### src/rtl/blit_pkg.sv
// Shared types and phase-ordering helper for the blitter inner-loop sequencer.
// SREADX is only reachable when BLIT_SRCX_EN is defined (see blit_mseq).
package blit_pkg;

    localparam int ICNT_W_DEF = 16;

    typedef enum logic [2:0] {
        ST_IDLE   = 3'd0,
        ST_SREADX = 3'd1,
        ST_SREAD  = 3'd2,
        ST_DREAD  = 3'd3,
        ST_DWRITE = 3'd4
    } blit_state_e;

    // Next enabled memory phase after cur; DWRITE is always enabled and
    // DWRITE -> IDLE is decided by the caller (last pixel / abort).
    function automatic blit_state_e next_phase(input blit_state_e cur,
                                               input logic srcx_en,
                                               input logic src_en,
                                               input logic dst_en);
        blit_state_e nxt;
        nxt = ST_DWRITE;
        case (cur)
            ST_IDLE: begin
                if (srcx_en)     nxt = ST_SREADX;
                else if (src_en) nxt = ST_SREAD;
                else if (dst_en) nxt = ST_DREAD;
            end
            ST_SREADX, ST_DWRITE: begin
                if (src_en)      nxt = ST_SREAD;
                else if (dst_en) nxt = ST_DREAD;
            end
            ST_SREAD: begin
                if (dst_en)      nxt = ST_DREAD;
            end
            default: nxt = ST_DWRITE;
        endcase
        return nxt;
    endfunction

endpackage

### src/rtl/blit_icount.sv
// Loadable down-counter for the inner-loop pixel count, with last (==1)
// and zero flags. Decrement never wraps below zero.
module blit_icount
    import blit_pkg::*;
#(
    parameter int W = ICNT_W_DEF
) (
    input  logic         clk,
    input  logic         reset_n,
    input  logic         load,
    input  logic [W-1:0] load_val,
    input  logic         dec,
    output logic [W-1:0] count,
    output logic         last,
    output logic         zero
);

    always_ff @(posedge clk or negedge reset_n) begin
        if (!reset_n) begin
            count <= '0;
        end else if (load) begin
            count <= load_val;
        end else if (dec && !zero) begin
            count <= count - 1'b1;
        end
    end

    assign last = (count == W'(1));
    assign zero = (count == '0);

endmodule

### src/rtl/blit_mseq.sv
// Blitter memory-cycle sequencer: issues SREADX/SREAD/DREAD/DWRITE requests
// per pixel, advancing on memready. Optional macro: BLIT_SRCX_EN (SREADX phase).
module blit_mseq
    import blit_pkg::*;
#(
    parameter int ICNT_W = ICNT_W_DEF
) (
    input  logic              clk,
    input  logic              reset_n,
    input  logic              start,
    input  logic              abort,
    input  logic              srcen,
    input  logic              srcenx,
    input  logic              dsten,
    input  logic [ICNT_W-1:0] inner_count,
    input  logic              memready,
    output logic              readreq,
    output logic              writereq,
    output logic              sread_1,
    output logic              sreadx_1,
    output logic              dread,
    output logic              dwrite,
    output logic              step_inner,
    output logic              busy,
    output logic              done,
    output logic [ICNT_W-1:0] icnt
);

    blit_state_e state, state_nxt;
    logic        srcx_q, src_q, dst_q;
    logic        abort_pend;
    logic        srcx_in;
    logic        accept, pending, dw_done;
    logic        cnt_last, cnt_zero;

`ifdef BLIT_SRCX_EN
    assign srcx_in = srcenx;
`else
    logic unused_srcenx;
    assign srcx_in       = 1'b0;
    assign unused_srcenx = srcenx;
`endif

    assign accept  = (state == ST_IDLE) && start;
    assign pending = abort_pend || abort;
    assign dw_done = (state == ST_DWRITE) && memready;

    blit_icount #(.W(ICNT_W)) u_icount (
        .clk      (clk),
        .reset_n  (reset_n),
        .load     (accept),
        .load_val (inner_count),
        .dec      (dw_done),
        .count    (icnt),
        .last     (cnt_last),
        .zero     (cnt_zero)
    );

    always_comb begin
        state_nxt = state;
        case (state)
            ST_IDLE: begin
                if (start && inner_count != '0)
                    state_nxt = next_phase(ST_IDLE, srcx_in, srcen, dsten);
            end
            ST_DWRITE: begin
                if (memready)
                    state_nxt = (pending || cnt_last || cnt_zero) ? ST_IDLE
                              : next_phase(ST_DWRITE, srcx_q, src_q, dst_q);
            end
            default: begin
                if (memready)
                    state_nxt = pending ? ST_IDLE
                              : next_phase(state, srcx_q, src_q, dst_q);
            end
        endcase
    end

    // Outputs are registered from state_nxt so they equal a decode of state.
    always_ff @(posedge clk or negedge reset_n) begin
        if (!reset_n) begin
            state      <= ST_IDLE;
            srcx_q     <= 1'b0;
            src_q      <= 1'b0;
            dst_q      <= 1'b0;
            abort_pend <= 1'b0;
            readreq    <= 1'b0;
            writereq   <= 1'b0;
            sread_1    <= 1'b0;
            sreadx_1   <= 1'b0;
            dread      <= 1'b0;
            dwrite     <= 1'b0;
            step_inner <= 1'b0;
            busy       <= 1'b0;
            done       <= 1'b0;
        end else begin
            state <= state_nxt;
            if (accept) begin
                srcx_q <= srcx_in;
                src_q  <= srcen;
                dst_q  <= dsten;
            end
            abort_pend <= (state == ST_IDLE) ? (start && abort) : (abort_pend || abort);
            readreq    <= (state_nxt inside {ST_SREADX, ST_SREAD, ST_DREAD});
            writereq   <= (state_nxt == ST_DWRITE);
`ifdef BLIT_SRCX_EN
            sreadx_1   <= (state_nxt == ST_SREADX);
`else
            sreadx_1   <= 1'b0;
`endif
            sread_1    <= (state_nxt == ST_SREAD);
            dread      <= (state_nxt == ST_DREAD);
            dwrite     <= (state_nxt == ST_DWRITE);
            busy       <= (state_nxt != ST_IDLE);
            step_inner <= dw_done;
            done       <= (accept && inner_count == '0)
                       || (state != ST_IDLE && memready && state_nxt == ST_IDLE);
        end
    end

endmodule

### config.mk
export PLATFORM = sky130hd
export DESIGN_NAME = blit_mseq
export DESIGN_NICKNAME = d
export VERILOG_FILES = /design/src/rtl/blit_pkg.sv /design/src/rtl/blit_icount.sv /design/src/rtl/blit_mseq.sv
export SDC_FILE = /design/constraint.sdc
export NUM_CORES = 1
export LEC_CHECK = 0
export ABC_AREA = 1
export BUFFER_PORTS_ARGS = -buffer_cell sky130_fd_sc_hd__clkbuf_2
export CORE_ASPECT_RATIO = 0.5
export CORE_MARGIN = 3
export CORE_UTILIZATION = 48
export DETAILED_ROUTE_END_ITERATION = 10
export PLACE_DENSITY = 0.8
export SETUP_SLACK_MARGIN = 0.3
export SYNTH_ARGS = -nofsm -noshare
export SYNTH_HDL_FRONTEND = slang
export SYNTH_SLANG_ARGS = --single-unit
### constraint.sdc
create_clock -name clk -period 1.41 [get_ports clk]
set_input_delay 0.141 -clock clk [delete_from_list [all_inputs] [get_ports clk]]
set_output_delay 0.141 -clock clk [all_outputs]
set_load 0.1 [all_outputs]
==> results.yml, run 1 <==
die:
  cell_row_count: 15
  floorplan.io_pins: 49
  floorplan.initialDensity_pct: 52.3
  die-width_um: 94.4
  dieHeight_um: 50.2
logic_synthesis:
  muxShareOfSynthArea_pct: 0
  synth_cell_types: 35
  synth-adder-area-share_pct: 2.00
  net_count_of_the_mapped_netlist: 275
  synth_edf_count: 0
  synth_top_family_by_area: "simple AND/OR/NAND/NOR gates"
  synth-async-reset-ratio_pct: 100
  synthXorXnorAreaFrac_pct: 2.80
  synthSimpleGateAreaFrac_pct: 38.3
  synth-warning-count: 0
  syn-instance-count: 248
  syn_area_per_cell_um2: 7.56
  ys_seq_elements: 29
  synth_compound_gate_area_share_pct: 9.55
  seq_area_frac_synth_pct: 38.7
  post_synth_instance_area_mm2: 0.00187
  ys_dominant_reg_cell: "dfrtp_1"
clocking:
  clockBufferDepth: 2
  clk_root_buffer_cell: "clkbuf_8"
  number_of_h_tree_levels: 2
  cts_made_buffers: 5
  cts.sink_count: 29
placed_design:
  globalplace.congestion: 0.942
  dp_cells: 386
  place.port_buffers: 46
  dp_hpwl_um: 4060
sta:
  timing.worst_endpoint.kind: "sequential cell input"
  repair-timing-grt-worst-ep: "u_icount.count[15]$_DFFE_PN0P_/D"
status:
  outcome: "did not finish"
  last-stage-reached: "5_1_grt"
  error_message: "[ERROR DPL-0038] Utilization greater than 100%, impossible to legalize"
global_routing:
  largest_net_degree_at_the_start_of_global_routing: 30
-- cells by family after synthesis --
logic type / count (synthesis)
compound gates: 27
xor+xnor: 6
fa+ha+maj: 3
buf+inv: 36
flops: 29
other cells: 1
simple gates: 146
-- cells in the mapped netlist, types with 5 or more instances --
| cell type | n | share of area (%) |
|---|---|---|
| nand2_1 | 58 | 12 |
| nor2_1 | 37 | 7.4 |
| dfrtp_1 | 29 | 39 |
| inv_1 | 24 | 4.8 |
| nand3_1 | 16 | 4.3 |
| nand2_2 | 8 | 2.7 |
| a21oi_1 | 7 | 1.9 |
| nor2_2 | 7 | 2.3 |
| nor2_4 | 7 | 4.2 |
| inv_2 | 6 | 1.2 |
| o211ai_1 | 5 | 2.0 |
| o21ai_0 | 5 | 1.3 |
-- through the flow --
stage / area, µm² / worst slack, ps / TNS [ps] / hold slack [ps]
4_1_cts: 3300 / -233 / -3670 / 89.4
3_5_place_dp: 2630 / -254 / -4040 / 179
3_3_place_gp: 2630 / -177 / -2830 / 167
2_1_floorplan: 1980 / -283 / -5750 / -155
-- timing repair --
item                                    CTS
endpoints found under the setup margin   51
resized for setup                       109
endpoints found under the hold margin    29
gates cloned                              1
hold buffers                              1
buffers inserted                         10
pin swaps                                13
==> inputs of run 2 (changes only) <==
Settings changed: CORE_ASPECT_RATIO 0.5 to unset, CORE_UTILIZATION 48 to 40, PLACE_DENSITY 0.8 to unset, PLACE_DENSITY_LB_ADDON set to 0.15, SETUP_SLACK_MARGIN 0.3 to unset.
Clock period 1.41 ns to 1.85 ns, I/O delays scaled along.
==> run 2 against run 1 <==
Net effect:
- the run now ends clean
- synthesized cell count stayed put
- synthesized area stayed put
==> results.yml, run 2 <==
setup_path:
  timing.critical_path.required_ps: 2000
  endpoint_kind: "register"
  crit_fanout: 11
  cpMaxStageDelayCell: "dfrtp_4"
  cp_top_family: "flip-flops"
  worst_ep_arrival_time_ps: 1860
  worstPathBufferInverterCount: 2
  cp_slowest_stage_delay_ps: 510
  crit_path_start_kind: "register"
  setup.worst_path.class: "register to register"
  critPathMostFrequentCell: "nand2_1"
  crit_chain: "inv_4 > ha_1 > nand2_1 > nor2_2 > nand2_2 > nand2_4 > inv_2 > nand2_1 > xor2_1 > a21oi_1"
die:
  core-area_mm2: 0.00444
  die-width_um: 74.5
  cell_row_count: 24
  dieHeight_um: 74.5
  floorplan.initialDensity_pct: 42.2
  floorplan.io_pins: 49
  design.die.area_mm2: 0.00554
routing:
  avgViaCountPerCell: 4.89
  vias: 1746
  drt_first_iter_violations: 88
  routed_wirelength_um: 4560
  drt_first_pass_iters: 4
  antenna_nets_post_route: 0
  drc: 0
  post_drt_wl_per_cell_um: 12.8
global_routing:
  grt_pass1_wl_um: 7530
  grt.total_usage_pct: 17.9
  antenna_found_initial: 0
  via_count_of_the_first_global_routing_pass: 1632
  overflow: 0
  largest_net_degree_at_the_start_of_global_routing: 25
sta:
  post-route-worst-setup-slack_ps: 138
  final_slew_viol_count: 0
  worst-slew-pin-transition_ps: 627
  clock-skew-final_ps: 8.28
  timing.fmax_ghz: 0.584
  timing.final.crit_share_pct: 92.6
  slew-limit-headroom_pct: 58.2
  min_period_ps: 1710
  timing.final.setup_violations: 0
  finalHoldViolations: 0
layout:
  nets: 331
  syn_to_final_growth_pct: 25.0
  largest_register_ff_count: 16
  largest_register: "u_icount.count"
  fillerInstances: 445
  sequential_cell_area_um2: 751
  share_of_final_layout_standard_cells_stronger_than_drive_strength_1_pct: 39.3
  layout.cells.most_common_list: "nand2_1 (58), clkbuf_2 (46), nor2_1 (35)"
  layout.cells.most_common: "nand2_1"
  n_antenna_cell: 0
  multiInputGateArea_mm2: 0.00101
  layout_top_registers: "u_icount.count (16), state (3)"
clocking:
  clockBufferDepth: 2
  cts.sink_count: 29
  clk_root_buffer_cell: "clkbuf_8"
  tritoncts_clock_tree: "yes"
  cts_made_buffers: 5
  insertion_delay_ps: 280
  number_of_h_tree_levels: 2
  clk_transition_reported_paths_ps: 70
placed_design:
  dp_hpwl_um: 3370
  dpl_worst_slack_ps: 53.0
  globalplace.congestion: 0.849
  place.port_buffers: 46
hold_path:
  min_path_type: "input pin to register"
logic_synthesis:
  syn-instance-count: 248
  synth_commonest_cells: "nand2_1 (58), nor2_1 (37), dfrtp_1 (29)"
  synth_edf_count: 0
  post-synth-top-area-cell: "dfrtp_1"
  synth.top_cells.by_area: "dfrtp_1 (39%), nand2_1 (12%), nor2_1 (7.4%)"
  syn_area_per_cell_um2: 7.56
  post_synth_instance_area_mm2: 0.00187
  seq_area_frac_synth_pct: 38.7
  post-synth-top-area-fraction_pct: 38.7
  ys_seq_elements: 29
  synth-async-reset-ratio_pct: 100
  synth.most_common_cell: "nand2_1"
  synth-warning-count: 0
  ys_dominant_reg_cell: "dfrtp_1"
  net_count_of_the_mapped_netlist: 275
  synth_cell_types: 35
status:
  outcome: "complete, no violations"
job:
  max_cap_violations: 0
==> run 2: what timing repair did <==
action                                  CTS  global route
setup buffers                             0             2
hold buffers                              1             0
gates resized for setup                   0             8
endpoints found under the setup margin    0            21
hold endpoints to repair                 23             0
==> run 2: cells by family (layout without fill, tap and decap cells) <==
kind of cell	after synthesis	in the layout	synth area share, %
compound gates	27	27	9.55
flops	29	29	38.7
buf+inv	36	93	8.41
fa+ha+maj	3	3	2.00
other cells	1	1	0.200
xor+xnor	6	6	2.80
simple gates	146	146	38.3
==> run 2: path summary, 6_finish.rpt <==
check                           cells past startpoint                  to         startpoint  slack, ps
worst max-delay path                               10   u_icount.count[8]  u_icount.count[0]        140
worst min-delay path                                3  u_icount.count[12]    inner_count[12]        140
worst max register to register                     10   u_icount.count[8]  u_icount.count[0]        140
worst min register to register                      2               src_q              src_q        550
max in group asynchronous                           3             sread_1            reset_n        860
min in group asynchronous                           2   u_icount.count[1]            reset_n        440
==> run 2: cell type report <==
class / count / area share [%]
Clock inverter: 1 / 0.214
Timing Repair Buffer: 55 / 12.8
Tap cell: 52 / 2.78
Clock buffer: 7 / 4.11
Multi-Input combinational cell: 183 / 43.0
Inverter: 30 / 5.02
Sequential cell: 29 / 32.1
==> run 2: per-layer routing <==
layer	vias up	global-route usage (%)	part of all wire, %
met4	0	6.32	1.5
met2	62	26.6	42
li1	904	-	-
met3	6	4.59	6.1
met5	-	0	0
met1	774	25.2	50
==> run 2: per-stage QoR <==
stage,hold WS [ps],util (%),instances,setup TNS (ps),cell area [µm²]
6_report,143,52.7,357,0,2340
5_1_grt,145,52.7,357,-0.231,2340
4_1_cts,137,51.9,355,0,2310
3_5_place_dp,240,49.4,346,0,2190
3_3_place_gp,238,49.4,346,0,2190
2_1_floorplan,-111,-,248,0,1900
==> run 2: tightest hold or removal path, cell delays in order <==
cell and delay [ps]:
clkbuf_2 90, nand2_1 60, o221ai_2 50
Power of run 2 is not shown: default switching activity piles up to over one toggle a cycle in this logic, so the estimate is an artifact.
==> inputs of run 3 (changes only) <==
Settings changed: CTS_BUF_LIST set to sky130_fd_sc_hd__clkbuf_2 sky130_fd_sc_hd__clkbuf_4 sky130_fd_sc_hd__clkbuf_8, PLACE_DENSITY set to 0.65, PLACE_DENSITY_LB_ADDON 0.15 to unset.
==> run 3 against run 2 <==
Net effect:
- cell area is 0.43% lower
- clock skew fell by 1.5 ps
- setup slack lost 11 ps
- register-to-register slack about the same
- sequential share of layout area up 0.14 points
- sequential cell count is the same
- critical path type unchanged
- fmax decreased by 0.66%
- critical path depth stayed put
- global-route usage shrank 0.50 points
- hold slack got worse by 7.0 ps
- via count rose by 1.3%
==> results.yml, run 3 (synthesis results as in run 2) <==
global_routing:
  overflow: 0
  antenna_found_initial: 0
  grt.total_usage_pct: 17.4
  use_met3_pct: 4.73
  largest_net_degree_at_the_start_of_global_routing: 18
  gr-usage-met2_pct: 27.2
  via_count_of_the_first_global_routing_pass: 1583
  met1_usage_pct: 23.0
  globalRoute.busiestLayer: "met2"
  grt_pass1_wl_um: 7320
job:
  max_cap_violations: 0
layout:
  largest_register_ff_count: 16
  n_antenna_cell: 0
  syn_to_final_growth_pct: 24.4
  layout.cells.most_common_list: "nand2_1 (58), clkbuf_2 (46), nor2_1 (36)"
  nets: 329
  layout.cells.most_common: "nand2_1"
  largest_register: "u_icount.count"
  post-route-cell-area_mm2: 0.00233
  share_of_final_layout_standard_cells_stronger_than_drive_strength_1_pct: 38.9
  layout.cells.non_filler: 355
  layout_top_registers: "u_icount.count (16), state (3)"
sta:
  final_slew_viol_count: 0
  finalHoldViolations: 0
  timing.fmax_ghz: 0.580
  min_period_ps: 1720
  clock-skew-final_ps: 6.73
  slew-limit-headroom_pct: 63.7
  final.setup.tns_ps: 0
  post-route-worst-setup-slack_ps: 126
  timing.final.setup_violations: 0
  timing.final.crit_share_pct: 93.2
  worst-slew-pin-transition_ps: 547
  grt_setup_unrepaired: "no"
clocking:
  clockBufferDepth: 2
  number_of_h_tree_levels: 2
  clk_transition_reported_paths_ps: 70
  cts_made_buffers: 5
  clk_root_buffer_cell: "clkbuf_8"
  cts.sink_count: 29
  insertion_delay_ps: 290
  tritoncts_clock_tree: "yes"
status:
  outcome: "complete, no violations"
setup_path:
  setup.worst_path.class: "register to register"
  cp_slowest_stage_delay_ps: 430
  crit_fanout: 5
  crit_chain: "inv_2 > ha_1 > nand2_1 > nor2_1 > nand2_2 > nand2_4 > buf_4 > nor3b_2 > xor2_1 > a21oi_1"
  endpoint_kind: "register"
  cpMaxStageDelayCell: "dfrtp_4"
  worst_ep_arrival_time_ps: 1880
  timing.critical_path.required_ps: 2010
  crit_path_start_kind: "register"
routing:
  drt_first_pass_iters: 5
  post_drt_wl_per_cell_um: 12.7
  drt_first_iter_violations: 80
  routed_wirelength_um: 4490
  antenna_nets_post_route: 0
  avgViaCountPerCell: 4.98
  drc: 0
  vias: 1769
die:
  design.die.area_mm2: 0.00554
  floorplan.initialDensity_pct: 42.2
  cell_row_count: 24
  die-width_um: 74.5
  floorplan.io_pins: 49
  core-area_mm2: 0.00444
  dieHeight_um: 74.5
placed_design:
  dpl-instance-area_mm2: 0.00219
  dpl_worst_slack_ps: 23.3
  globalplace.congestion: 0.852
  place.port_buffers: 46
  dp_cells: 346
  dp_hpwl_um: 3430
hold_path:
  min_path_type: "input pin to register"
==> run 3: repair_timing <==
| item | in CTS | in global routing |
|---|---|---|
| setup buffers | 0 | 0 |
| endpoints found under the setup margin | 1 | 9 |
| hold buffers | 1 | 0 |
| endpoints found under the hold margin | 12 | 0 |
| gates resized for setup | 1 | 6 |
==> run 3: worst paths after layout <==
kind / startpoint / to / slack, ps / cells after the start
setup / recovery: u_icount.count[0] / u_icount.count[6] / 130 / 10
hold / removal: abort / abort_pend / 140 / 3
setup reg to reg: u_icount.count[0] / u_icount.count[6] / 130 / 10
hold reg to reg: dst_q / dst_q / 550 / 2
max in group asynchronous: reset_n / u_icount.count[14] / 930 / 3
min in group asynchronous: reset_n / sread_1 / 340 / 2
==> run 3: layer usage <==
| layer | up-vias | routed length (µm) |
|---|---|---|
| li1 | 901 | - |
| met1 | 799 | 2090 |
| met2 | 61 | 2050 |
| met3 | 8 | 281 |
| met4 | 0 | 68 |
| met5 | - | 0 |
==> run 3: layout make-up <==
class,count,area (µm²)
clock buffers,7,96.3
clock inverters,1,5.00
fillers,439,2110
inverters,30,113
multi-input cells,183,1020
flip-flops and latches,29,751
well taps,52,65.1
repair buffers,53,285
==> run 3: worst max-delay path: cells and delay by family (launching register included) <==
kind                       cells  cell delay (ps)
xor gates and xnor gates       1              170
AOI/OAI and AO/OA              1               80
and+or+nand+nor                5              500
DFF                            1              430
buffers and inverters          2              230
adders and majority gates      1              190
==> run 3: through the flow <==
step | utilization (%) | hold slack [ps]
2_1_floorplan | - | -111
3_3_place_gp | 49.4 | 105
3_5_place_dp | 49.4 | 112
4_1_cts | 51.9 | 132
5_1_grt | 52.5 | 146
6_report | 52.5 | 136
Power of run 3 is left out for the same reason.
==> inputs of run 4 (changes only) <==
Settings changed: GPL_TIMING_DRIVEN set to 0.
==> run 4 against run 3 <==
Net effect:
- fmax about the same
- cell count increased by 0.85%
- wire length decreased by 0.49%
- sequential share of layout area increased by 0.069 points
- cell area decreased by 0.21%
- hold slack got worse by 2.0 ps
- critical path depth increased by 2
- largest cell class unchanged
==> results.yml, run 4 (synthesis results as in run 2) <==
status:
  outcome: "complete, no violations"
routing:
  drt_first_iter_violations: 79
  post_drt_wl_per_cell_um: 12.5
  antenna_nets_post_route: 0
  detailroute.wirelength.met2_um: 2050
  drc: 0
  avgViaCountPerCell: 4.92
  met3_wirelength_um: 214
  routedLengthMet1_um: 2170
  vias: 1763
  drt_first_pass_iters: 4
  routed_wirelength_um: 4470
  routed.top_layer: "met4"
layout:
  fillerInstances: 440
  layout.cells.non_filler: 358
  layout_top_registers: "u_icount.count (16), state (3)"
  layout.cells.most_common_list: "nand2_1 (58), clkbuf_2 (46), nor2_1 (36)"
  nets: 332
  n_antenna_cell: 0
  largest_register_ff_count: 16
  syn_to_final_growth_pct: 24.2
  layout.cells.most_common: "nand2_1"
  largest_register: "u_icount.count"
  share_of_final_layout_standard_cells_stronger_than_drive_strength_1_pct: 39.2
sta:
  grt_setup_unrepaired: "no"
  min_period_ps: 1720
  final_slew_viol_count: 0
  clock-skew-final_ps: 9.62
  fin_worst_hold_slack_ps: 134
  timing.fmax_ghz: 0.580
  timing.final.setup_violations: 0
  timing.final.crit_share_pct: 93.2
  worst-slew-pin-transition_ps: 730
  finalHoldViolations: 0
  slew-limit-headroom_pct: 51.4
  final.setup.tns_ps: 0
global_routing:
  grt.total_usage_pct: 17.3
  via_count_of_the_first_global_routing_pass: 1597
  largest_net_degree_at_the_start_of_global_routing: 30
  antenna_found_initial: 0
  overflow: 0
  grt_pass1_wl_um: 7240
clocking:
  number_of_h_tree_levels: 2
  cts.sink_count: 29
  insertion_delay_ps: 290
  clk_root_buffer_cell: "clkbuf_8"
  cts_made_buffers: 5
  clockBufferDepth: 2
  clk_transition_reported_paths_ps: 70
  tritoncts_clock_tree: "yes"
placed_design:
  globalplace.congestion: 0.909
  dp_cells: 346
  place.port_buffers: 46
  dp_hpwl_um: 3420
setup_path:
  crit_fanout: 5
  timing.critical_path.required_ps: 2060
  crit_path_start_kind: "register"
  setup.worst_path.class: "register to register"
  r2r_setup_slack_ps: 130
  worst_ep_arrival_time_ps: 1940
  endpoint_kind: "register"
die:
  dieHeight_um: 74.5
  design.die.area_mm2: 0.00554
  cell_row_count: 24
  die-width_um: 74.5
  floorplan.initialDensity_pct: 42.2
  core-area_mm2: 0.00444
  floorplan.io_pins: 49
hold_path:
  min_path_type: "input pin to register"
job:
  max_cap_violations: 0
## run 4: layer usage
metal | global-route usage [%] | up-vias
li1 | - | 903
met1 | 23.5 | 815
met2 | 27.5 | 41
met3 | 4.46 | 4
met4 | 4.35 | 0
met5 | 0 | -
## run 4: final cells by class
cell class	count	area, µm²	share of cell area, %
Sequential cell	29	751	32.3
Tap cell	52	65.1	2.80
Multi-Input combinational cell	183	1000	43.2
Clock buffer	5	68.8	2.96
Buffer	6	45.0	1.94
Clock inverter	3	17.5	0.753
Inverter	30	113	4.84
Timing Repair Buffer	50	263	11.3
## run 4: per-stage QoR
stage	cell area (µm²)	setup WS, ps	util [%]
floorplan	1900	55.6	-
global placement	2190	46.7	49.4
detailed placement	2190	-5.65	49.4
CTS	2290	58.3	51.6
global route	2330	4.64	52.4
finish	2330	127	52.4
## run 4: repair_timing
item	CTS	global route
resized for setup	1	5
hold endpoints to repair	27	0
pin swaps	0	1
setup endpoints to repair	1	17
hold buffers	1	0
buffers inserted	0	3
## run 4: critical path, cell delays in order, from the launching register on
cell and delay (ps):
dfrtp_4 500, inv_2 100, ha_1 150, nand2_1 50, nor2_1 140, nand2_2 120, nand3_1 100, nor2_1 40
nor2_1 140, nor2_2 90, inv_2 90, nand2_2 60, nor2_1 90
## run 4: path summary, 6_finish.rpt
kind / from / endpoint / cells past startpoint
hold reg to reg: src_q / src_q / 2
max in group asynchronous: reset_n / u_icount.count[1] / 2
setup / recovery: u_icount.count[0] / sread_1 / 12
setup reg to reg: u_icount.count[0] / sread_1 / 12
min in group asynchronous: reset_n / step_inner / 2
hold / removal: dsten / dst_q / 3
Power of run 4 is left out for the same reason.
